$ cat src/rtl/fpu_pkg.sv
// Shared types for the FPU issue controller: FPU_Control codes, op classes,
// controller states and the latency counter width.
package fpu_pkg;

    localparam int CNT_W = 4;

    localparam logic [3:0] FPU_CTRL_ADD  = 4'd0;
    localparam logic [3:0] FPU_CTRL_SUB  = 4'd1;
    localparam logic [3:0] FPU_CTRL_MUL  = 4'd2;
    localparam logic [3:0] FPU_CTRL_DIV  = 4'd3;
    localparam logic [3:0] FPU_CTRL_CMP  = 4'd4;
    localparam logic [3:0] FPU_CTRL_CVT  = 4'd5;
    localparam logic [3:0] FPU_CTRL_SGNJ = 4'd6;

    typedef enum logic [1:0] {
        CLASS_ADD,
        CLASS_MUL,
        CLASS_DIV
    } fpu_class_e;

    typedef enum logic {
        ST_IDLE,
        ST_BUSY
    } issue_state_e;

    // Anything that is not a multiply or divide runs on the short add-class path.
    function automatic fpu_class_e decode_class(input logic [3:0] ctrl);
        case (ctrl)
            FPU_CTRL_MUL: return CLASS_MUL;
            FPU_CTRL_DIV: return CLASS_DIV;
            default:      return CLASS_ADD;
        endcase
    endfunction

endpackage

$ cat src/rtl/fpu_lat_decode.sv
// Maps an FPU_Control code to the BUSY-cycle counter preload (latency - 1).
module fpu_lat_decode
    import fpu_pkg::*;
#(
    parameter int LAT_ADD = 1,
    parameter int LAT_MUL = 3,
    parameter int LAT_DIV = 8
) (
    input  logic [3:0]       ctrl,
    output logic [CNT_W-1:0] load_cnt
);

    fpu_class_e op_class;

    always_comb begin
        op_class = decode_class(ctrl);
        case (op_class)
            CLASS_MUL: load_cnt = CNT_W'(LAT_MUL - 1);
            CLASS_DIV: load_cnt = CNT_W'(LAT_DIV - 1);
            default:   load_cnt = CNT_W'(LAT_ADD - 1);
        endcase
    end

endmodule

$ cat src/rtl/fpu_issue_ctrl.sv
// Single-outstanding FPU issue controller: holds operands for the op latency,
// then strobes one writeback. Define FPU_ISSUE_FLUSH_EN to add a flush input.
module fpu_issue_ctrl
    import fpu_pkg::*;
#(
    parameter int LAT_ADD = 1,
    parameter int LAT_MUL = 3,
    parameter int LAT_DIV = 8
) (
    input  logic        CLK,
    input  logic        RST,
`ifdef FPU_ISSUE_FLUSH_EN
    input  logic        flush,
`endif
    input  logic        issue_valid,
    output logic        issue_ready,
    input  logic [3:0]  issue_ctrl,
    input  logic [31:0] issue_a,
    input  logic [31:0] issue_b,
    input  logic [4:0]  issue_rd,
    output logic [31:0] fpu_op_a,
    output logic [31:0] fpu_op_b,
    output logic [3:0]  fpu_ctrl,
    input  logic [31:0] fpu_result,
    output logic        wb_valid,
    output logic [4:0]  wb_rd,
    output logic [31:0] wb_data,
    output logic        busy
);

    issue_state_e     state_q, state_d;
    logic [CNT_W-1:0] cnt_q, cnt_d;
    logic [CNT_W-1:0] load_cnt;
    logic [31:0]      op_a_q, op_a_d;
    logic [31:0]      op_b_q, op_b_d;
    logic [3:0]       ctrl_q, ctrl_d;
    logic [4:0]       rd_q, rd_d;
    logic             wb_valid_q, wb_valid_d;
    logic [31:0]      wb_data_q, wb_data_d;
    logic [4:0]       wb_rd_q, wb_rd_d;
    logic             flush_w;

`ifdef FPU_ISSUE_FLUSH_EN
    assign flush_w = flush;
`else
    assign flush_w = 1'b0;
`endif

    fpu_lat_decode #(
        .LAT_ADD (LAT_ADD),
        .LAT_MUL (LAT_MUL),
        .LAT_DIV (LAT_DIV)
    ) u_lat_decode (
        .ctrl     (issue_ctrl),
        .load_cnt (load_cnt)
    );

    assign issue_ready = (state_q == ST_IDLE) && !flush_w;
    assign busy        = (state_q == ST_BUSY);
    assign fpu_op_a    = op_a_q;
    assign fpu_op_b    = op_b_q;
    assign fpu_ctrl    = ctrl_q;
    assign wb_valid    = wb_valid_q;
    assign wb_rd       = wb_rd_q;
    assign wb_data     = wb_data_q;

    always_comb begin
        state_d    = state_q;
        cnt_d      = cnt_q;
        op_a_d     = op_a_q;
        op_b_d     = op_b_q;
        ctrl_d     = ctrl_q;
        rd_d       = rd_q;
        wb_valid_d = 1'b0;
        wb_data_d  = wb_data_q;
        wb_rd_d    = wb_rd_q;

        case (state_q)
            ST_IDLE: begin
                if (issue_valid && issue_ready) begin
                    op_a_d  = issue_a;
                    op_b_d  = issue_b;
                    ctrl_d  = issue_ctrl;
                    rd_d    = issue_rd;
                    cnt_d   = load_cnt;
                    state_d = ST_BUSY;
                end
            end
            ST_BUSY: begin
                // The FPU result is taken in the last BUSY cycle so the strobe
                // lands in the first IDLE cycle, allowing back-to-back issue.
                if (flush_w) begin
                    state_d = ST_IDLE;
                end else if (cnt_q != '0) begin
                    cnt_d = cnt_q - 1'b1;
                end else begin
                    wb_valid_d = 1'b1;
                    wb_data_d  = fpu_result;
                    wb_rd_d    = rd_q;
                    state_d    = ST_IDLE;
                end
            end
            default: state_d = ST_IDLE;
        endcase
    end

    always_ff @(posedge CLK) begin
        if (RST) begin
            state_q    <= ST_IDLE;
            cnt_q      <= '0;
            op_a_q     <= '0;
            op_b_q     <= '0;
            ctrl_q     <= '0;
            rd_q       <= '0;
            wb_valid_q <= 1'b0;
            wb_data_q  <= '0;
            wb_rd_q    <= '0;
        end else begin
            state_q    <= state_d;
            cnt_q      <= cnt_d;
            op_a_q     <= op_a_d;
            op_b_q     <= op_b_d;
            ctrl_q     <= ctrl_d;
            rd_q       <= rd_d;
            wb_valid_q <= wb_valid_d;
            wb_data_q  <= wb_data_d;
            wb_rd_q    <= wb_rd_d;
        end
    end

endmodule

$ cat config.mk
export PLATFORM = sky130hd
export DESIGN_NAME = fpu_issue_ctrl
export DESIGN_NICKNAME = d
export VERILOG_FILES = /design/src/rtl/fpu_pkg.sv /design/src/rtl/fpu_lat_decode.sv /design/src/rtl/fpu_issue_ctrl.sv
export SDC_FILE = /design/constraint.sdc
export NUM_CORES = 1
export LEC_CHECK = 0
export ABC_AREA = 0
export CAP_MARGIN = 30
export CORE_MARGIN = 8
export CORE_UTILIZATION = 39
export CTS_BUF_LIST = sky130_fd_sc_hd__clkbuf_16
export DETAILED_ROUTE_END_ITERATION = 12
export HOLD_SLACK_MARGIN = 0.08
export PLACE_DENSITY = 0.86
export REMOVE_ABC_BUFFERS = 1
export SLEW_MARGIN = 10
export SYNTH_ARGS = -nofsm -noshare
export SYNTH_HDL_FRONTEND = slang
export SYNTH_SLANG_ARGS = --single-unit
$ cat constraint.sdc
create_clock -name CLK -period 2.41 [get_ports CLK]
set_clock_uncertainty 0.15 [all_clocks]
set_input_delay 0.3615 -clock CLK [delete_from_list [all_inputs] [get_ports CLK]]
set_output_delay 0.3615 -clock CLK [all_outputs]
set_load 0.005 [all_outputs]
==> metrics <==
status finished clean; clock share of power 45.6%; most instantiated cells after synthesis nand2_1 (221), dfxtp_1 (116), a21oi_1 (113); Ys Warns 0; Max Freq 439 MHz; initial core utilization 39.9%; I/O Pins 216; switching part of the total power 24.0%; CP Max Fanout 2; Layout area overhead 70.6%; commonest register cell after synthesis dfxtp_1; DP HPWL 9730 um; total CTS buffers 17; Top delay family on crit path simple AND/OR/NAND/NOR gates; WP data arrival 2470 ps; EDFF count, synth 0; worst setup path startpoint issue_ctrl[3]; Static Leak 2.59 nW; FF-to-FF Start cnt_q[0]$_SDFFE_PP0P_; Synth async-reset ratio 0%; Clk Latency, worst-skew pair 400 ps; Crit path depth 6; CTS tree built; Syn Inst Count 516; Slew HR 45.7%; worst path bufs/invs 1; largest area contributor in the netlist dfxtp_1; Worst Setup Path Type input port to register; Yosys top cell area share 56.8%; # clock sinks 116; TritonRoute pass-1 iters 4; first-pass GRT wire length 21400 um; share of cells above drive strength 1 6.51%; Final Hold Fails 0; placer congestion estimate 0.837; Required @ worst endpoint roughly 2600 ps; Max Buffers Root-to-Sink 2; HP Class input port to register; Switch Pwr 1.31 mW; total wire length 13400 um; Final Cycle Share 94.5%; P_int 4.15 mW; WL/cell 15.3 um; Max-cap violations 0; crit start category input port; H-tree depth 4; final net count approximately 830; Worst Hold Depth 2; Final setup viols 0; vias in the first global route 4330; port bufs 215; Die H around 120 um; RSZ-0062 raised after global routing no; via/cell ratio 4.84; vias post-DR 4228; CTS resizes 0; power per cell area 784 nW/um^2; hold buffers post-CTS 0; CP endpoint kind register; GRT Util Overall 18.8%; ANT cells 0; CTS Root Cell clkbuf_16; Finished Core Util about two thirds; Reg2Reg Depth 5; Core Region between 10000 and 15000 um^2; Power Total 5.46 mW; postcts setup bufs 0; CP max stage delay 690 ps; clock edge transition at the registers on the reported setup and hold paths 60 ps; post-synthesis sequential area ratio a little under three fifths; Seq pwr share 38.9%; register bit total from synthesis 116; Comb power frac 15.6%; initial antenna violation count 0; Final Slew Violations 0; std cell rows 37; synthesized cell area a little over 4000 um^2; most numerous cell in the Yosys netlist nand2_1; Hold Path Origin RST; total grt overflow 0; min cycle time layout about 2300 ps; largest net degree at the start of global routing 62; Slowest cell on crit path or4b_2; Worst Tran Pin Value 815 ps; DR DRC count 0; synth unique cells 25; Mapped Avg Cell Area between 7 and 8 um^2; area of the die about 14000 um^2; Post-DRT Antenna Nets 0; Synth area leaders dfxtp_1 (57%), nand2_1 (20%), a21oi_1 (14%); initial drt markers 194; VDD IR-drop max 0.413 mV; Die W 118 um; cell chain of the critical path clkdlybuf4s50_1, or4b_2, ha_1, mux2_2, or3_1, a21oi_1
## final cells by class
type	count	area, um^2
sequential	116	2320
multi-input combinational	358	1590
clock buffer	17	425
tap	136	170
clock inverter	15	168
fill	773	3260
timing repair buffer	227	2280
inverter	4	15.0
## cell usage in the layout, fill, tap and decap left out, types with 2 or more instances in the layout
cell type,netlist,final
buf_4,1,10
or3_1,2,2
ha_1,2,2
buf_12,0,3
clkinvlp_4,0,2
a21oi_1,113,113
bufinv_16,0,3
clkinv_2,0,4
o21ai_0,3,3
clkdlybuf4s50_1,0,214
nor2_1,2,2
inv_1,4,6
dfxtp_1,116,116
clkinv_4,0,4
clkbuf_16,0,17
nand2_1,221,221
## metal layers
metal	share of wire, %	vias up	GRT usage [%]
li1	-	2087	-
met1	40	1925	20.5
met2	46	197	30.3
met3	12	19	10.4
met4	1.5	0	6.97
met5	0	-	0
## cells by family after synthesis
kind of cell | Yosys count | share of synthesized area, %
flops | 116 | 56.8
simple gates | 236 | 23.0
compound gates | 119 | 14.8
mux | 1 | 0.276
fa+ha+maj | 2 | 0.612
buf+inv | 42 | 4.47
## power groups by stage
stage	sequential, mW	clock [mW]	combinational, mW
floorplan	2.17	0	0.262
global placement	2.16	0	0.831
detailed placement	2.16	0	0.854
CTS	2.12	2.53	0.861
global route	2.14	2.62	0.929
finish	2.12	2.49	0.850
## path summary, 6_finish.rpt
path                            to  slack, ps
max          cnt_q[1]$_SDFFE_PP0P_        130
min           rd_q[3]$_SDFFE_PP0P_        100
max reg2reg  cnt_q[1]$_SDFFE_PP0P_        390
min reg2reg  wb_rd[0]$_SDFFE_PP0P_        300
## registers in the layout (all words and copies together) (netlist names)
signal / flops
busy: 1
cnt_q: 4
fpu_ctrl: 4
fpu_op_a: 32
fpu_op_b: 32
rd_q: 5
wb_data: 32
wb_rd: 5
wb_valid: 1
## per-stage QoR
step / setup WS [ps] / hold WS (ps) / instance area [um^2] / setup TNS (ps) / cells
3_5_place_dp: -286 / 295 / 6370 / -286 / 841
4_1_cts: 140 / 87.4 / 6970 / 0 / 873
3_3_place_gp: -269 / 286 / 6370 / -269 / 841
6_report: 132 / 98.8 / 6970 / 0 / 873
5_1_grt: 97.8 / 96.7 / 6970 / 0 / 873
2_1_floorplan: -880 / 276 / 3920 / -64520 / 478
No activity file was read; power rests on OpenSTA's default activity.
